## src/rtl/ifetch_redirect.sv

```systemverilog
// ifetch_redirect: parametrised instruction-fetch stage.
// It drives a 1-cycle-latency synchronous instruction memory and presents
// {pc_out, instruction, valid_out, fault_out} to the decode pipeline register.
// A redirect squashes the word in flight and leaves a one-cycle bubble.
// A stall freezes the presented word. Fetches outside the memory range
// are tagged as faults, and the stream keeps flowing.
module ifetch_redirect #(
  parameter logic [31:0] RESET_PC    = 32'h0000_0000,
  parameter int          IMEM_AWIDTH = 9,
  parameter logic [31:0] NOP_INSTR   = 32'h0000_0013
) (
  input  logic                   clk,
  input  logic                   reset,
  input  logic                   stall,
  input  logic                   redirect_valid,
  input  logic [31:0]            redirect_pc,
  output logic [IMEM_AWIDTH-1:0] imem_addr,
  input  logic [31:0]            imem_rdata,
  output logic [31:0]            pc_out,
  output logic [31:0]            instruction,
  output logic                   valid_out,
  output logic                   fault_out
);

  // Address currently presented to the instruction memory.
  logic [31:0] fetch_pc;
  // PC and validity of the word arriving on imem_rdata this cycle.
  logic [31:0] resp_pc;
  logic        resp_valid;
  // Word captured on the first stall cycle. While stalled, the memory keeps
  // re-reading fetch_pc, so imem_rdata no longer matches resp_pc.
  logic [31:0] hold_instr;
  logic        hold_valid;
  // Set when resp_pc lies above the implemented memory.
  logic        out_of_range;

  assign imem_addr = fetch_pc[IMEM_AWIDTH+1:2];
  assign pc_out    = resp_pc;
  assign valid_out = resp_valid;
  assign fault_out = resp_valid & out_of_range;

  // A 30-bit word address spans the whole 32-bit space, so nothing can fault.
  generate
    if (IMEM_AWIDTH >= 30) begin : g_no_fault
      assign out_of_range = 1'b0;
    end else begin : g_fault
      assign out_of_range = |resp_pc[31:IMEM_AWIDTH+2];
    end
  endgenerate

  // Select the presented word: bubble/fault -> NOP, else held word, else memory data.
  always_comb begin
    instruction = imem_rdata;
    if (!resp_valid || fault_out) begin
      instruction = NOP_INSTR;
    end else if (hold_valid) begin
      instruction = hold_instr;
    end
  end

  // Fetch state update, priority: reset > redirect > stall > advance.
  always_ff @(posedge clk) begin
    if (reset) begin
      fetch_pc   <= RESET_PC;
      resp_pc    <= RESET_PC;
      resp_valid <= 1'b0;
      hold_valid <= 1'b0;
      hold_instr <= NOP_INSTR;
    end else if (redirect_valid) begin
      fetch_pc   <= redirect_pc & 32'hFFFF_FFFC;
      resp_valid <= 1'b0;
      hold_valid <= 1'b0;
    end else if (stall) begin
      if (!hold_valid) begin
        hold_instr <= instruction;
        hold_valid <= 1'b1;
      end
    end else begin
      fetch_pc   <= fetch_pc + 32'd4;
      resp_pc    <= fetch_pc;
      resp_valid <= 1'b1;
      hold_valid <= 1'b0;
    end
  end

endmodule
```

## config.mk

```make
export PLATFORM = sky130hd
export DESIGN_NAME = ifetch_redirect
export DESIGN_NICKNAME = d
export VERILOG_FILES = /design/src/rtl/ifetch_redirect.sv
export SDC_FILE = /design/constraint.sdc
export NUM_CORES = 1
export LEC_CHECK = 0
export CORE_UTILIZATION = 50
export CTS_CLUSTER_DIAMETER = 150
export DETAILED_ROUTE_END_ITERATION = 6
export PLACE_DENSITY = 0.85
export SYNTH_ARGS = -nofsm -noshare
export SYNTH_HDL_FRONTEND = slang
export SYNTH_SLANG_ARGS = --single-unit
```

## constraint.sdc

```tcl
create_clock -name clk -period 3.3 [get_ports clk]
set_input_delay 0.66 -clock clk [delete_from_list [all_inputs] [get_ports clk]]
set_output_delay 0.66 -clock clk [all_outputs]
set_load 0.005 [all_outputs]
```

==> out/metrics.yaml <==
drt:
  drt_iter0_drc: 350
  wl_per_cell_um: 15.5
  drc: 0
  vias: 4724
  first_pass_iters: 5
  ant_nets: 0
  viasPerCell: 5.82
  finalWirelength_mm: 12.6
timing:
  setup_tns_ns: 0
  hold_violations: 0
  period_needed_ns: 3.21
  holdWs_ns: 0.460
  fmax_mhz: 312
  setup_violations: 0
  tightest_slew_ns: 1.18
  skew_ns: 0.0127
  maxSlewHeadroom: 0.216
  post-route-period-util: 0.971
  slew_violations: 0
clock_tree:
  clock_sinks: 94
  insertion_delay_ns: 0.36
  cts_hold_buf: 0
  htree_num_levels: 3
  cts_buffer_depth: 2
  cts_tree: "yes"
  cts-buffers-inserted: 9
  clk_pin_slew_worst_paths_ns: 0.09
  clockRootBuffer: "clkbuf_8"
placement:
  port_buffers: 138
  post-place-cells: 796
  dpl.hpwl_mm: 9.06
  gp_congestion: 0.941
logic_synthesis:
  synth_area_leaders: "dfxtp_1 42%, nand2_1 11%, a21oi_1 7.2%"
  ys_ff_latch: 94
  yosysUniqueCellTypes: 50
  ys_async_sr_fraction: 0
  synthTopCellsByCount: "134 x nand2_1, 94 x dfxtp_1, 65 x a21oi_1"
  yosysWarningCount: 0
  synth-edff-count: 0
  synth_top_area_share: 0.416
  synth-main-ff-cell: "dfxtp_1"
  syn_avg_cell_area_sq_um: 7.68
  syn_inst: 589
  syn_area_sq_mm: 0.00453
  ys_seq_area_frac: 0.416
  yosys.area.top_type: "dfxtp_1"
  synthMostInstantiatedCell: "nand2_1"
floorplan:
  die_h_um: 97.1
  rows: 34
  start_util: 0.519
  core_sq_mm: 0.00872
  io_pins: 143
  die_area_sq_mm: 0.00944
  die_x_um: 97.1
job:
  drv_cap: 0
global_route:
  grt_max_degree: 70
  grt_antenna_before_repair: 0
  gr-usage-all-layers: 0.265
  grt_pass1_wl_mm: 20.7
  grt.overflow.total: 0
  grt_pass1_vias: 4342
finish:
  syn2layout_area_growth_pct: 34.7
  drive_gt1_frac: 0.0540
  num_antenna_cells: 0
  final_cells: 812
  final_nets: 768
worst_setup_path:
  start_kind: "register"
  critPathMaxFanout: 32
  crit_type: "register to primary output"
  ff2ff_setup_slack_ns: 0.90
  arrival_ns: 2.55
  end_kind: "primary output"
  worstPathRequired_ns: 2.64
status:
  status: "finished, final reports clean"
power:
  pwr_density_cell_mw_per_mm2: 385
  leakagePower_nw: 2.07
  peakVddDrop_mv: 0.264
worst_hold_path:
  hold_path_class: "register to register"
==> final timing paths <==
check / start / end / cells past startpoint
worst max-delay path: pc_out[20] / instruction[4] / 6
worst min-delay path: pc_out[2] / pc_out[2] / 2
worst max register to register: fetch_pc[2] / fetch_pc[28] / 5
worst min register to register: pc_out[2] / pc_out[2] / 2
==> report_power, final <==
part / leakage, nW / internal [mW] / switching, mW
Sequential: 0.767 / 1.17 / 0.0662
Clock: 0.0973 / 0.356 / 0.415
Combinational: 1.21 / 0.187 / 0.148
Total: 2.07 / 1.72 / 0.629
==> flip-flops by register name (all words and copies together), names as in the netlist <==
signal	count
hold_instr	32
valid_out	1
fetch_pc	30
hold_valid	1
pc_out	30
==> repair_timing <==
action | in CTS | in global routing
setup endpoints to repair | 0 | 9
resized for setup | 0 | 1
buffers inserted | 0 | 0
==> cells by family (layout without fill, tap and decap cells) <==
kind of cell,count (synthesis),in the layout,share of synthesized area
xor+xnor,12,12,0.0232
other cells,1,2,0.000829
mux,1,1,0.00221
flops,94,94,0.416
fa+ha+maj,1,1,0.00276
buf+inv,62,176,0.0611
compound gates,147,147,0.200
simple gates,271,271,0.294
==> layout by cell type (no fill, tap or decap), types with 14 or more instances in the layout <==
| cell type | instances |
|---|---|
| nand2_1 | 134 |
| o21ai_0 | 34 |
| dfxtp_1 | 93 |
| nand2b_1 | 31 |
| a21oi_1 | 64 |
| a211oi_1 | 14 |
| clkdlybuf4s50_1 | 137 |
| nor2_1 | 31 |
==> layout make-up <==
class,instances,area (sq um)
repair buffers,149,1460
flip-flops and latches,94,1880
well taps,108,135
fillers,710,2630
inverters,11,41.3
clock buffers,10,128
multi-input cells,434,2380
clock inverters,6,68.8
==> layer usage <==
layer / vias up / GRT usage / wire length, um
met5: - / 0 / 0
met4: 0 / 0.0976 / 324
met3: 33 / 0.0396 / 783
met2: 199 / 0.439 / 6090
met1: 2224 / 0.351 / 5410
li1: 2268 / - / -
==> metrics by stage <==
| stage | power (mW) | utilization | worst slack, ns | area (sq um) |
|---|---|---|---|---|
| 3_3_place_gp | 1.58 | 0.676 | 0.408 | 5900 |
| 3_5_place_dp | 1.59 | 0.676 | 0.372 | 5900 |
| 2_1_floorplan | 1.41 | - | 1.01 | 4530 |
| 4_1_cts | 2.35 | 0.699 | 0.0475 | 6090 |
| 6_report | 2.35 | 0.699 | 0.0947 | 6090 |
| 5_1_grt | 2.44 | 0.699 | -0.0120 | 6090 |
==> critical path, cell delays in order, from the launching register on <==
cell and delay (ns):
dfxtp_1 0.33, or4_1 0.57, nor2_2 0.19, nand3_1 0.09
buf_4 0.24, a211o_1 0.30, clkdlybuf4s50_1 0.47
Note: power is estimated with default switching activity, not from simulation.
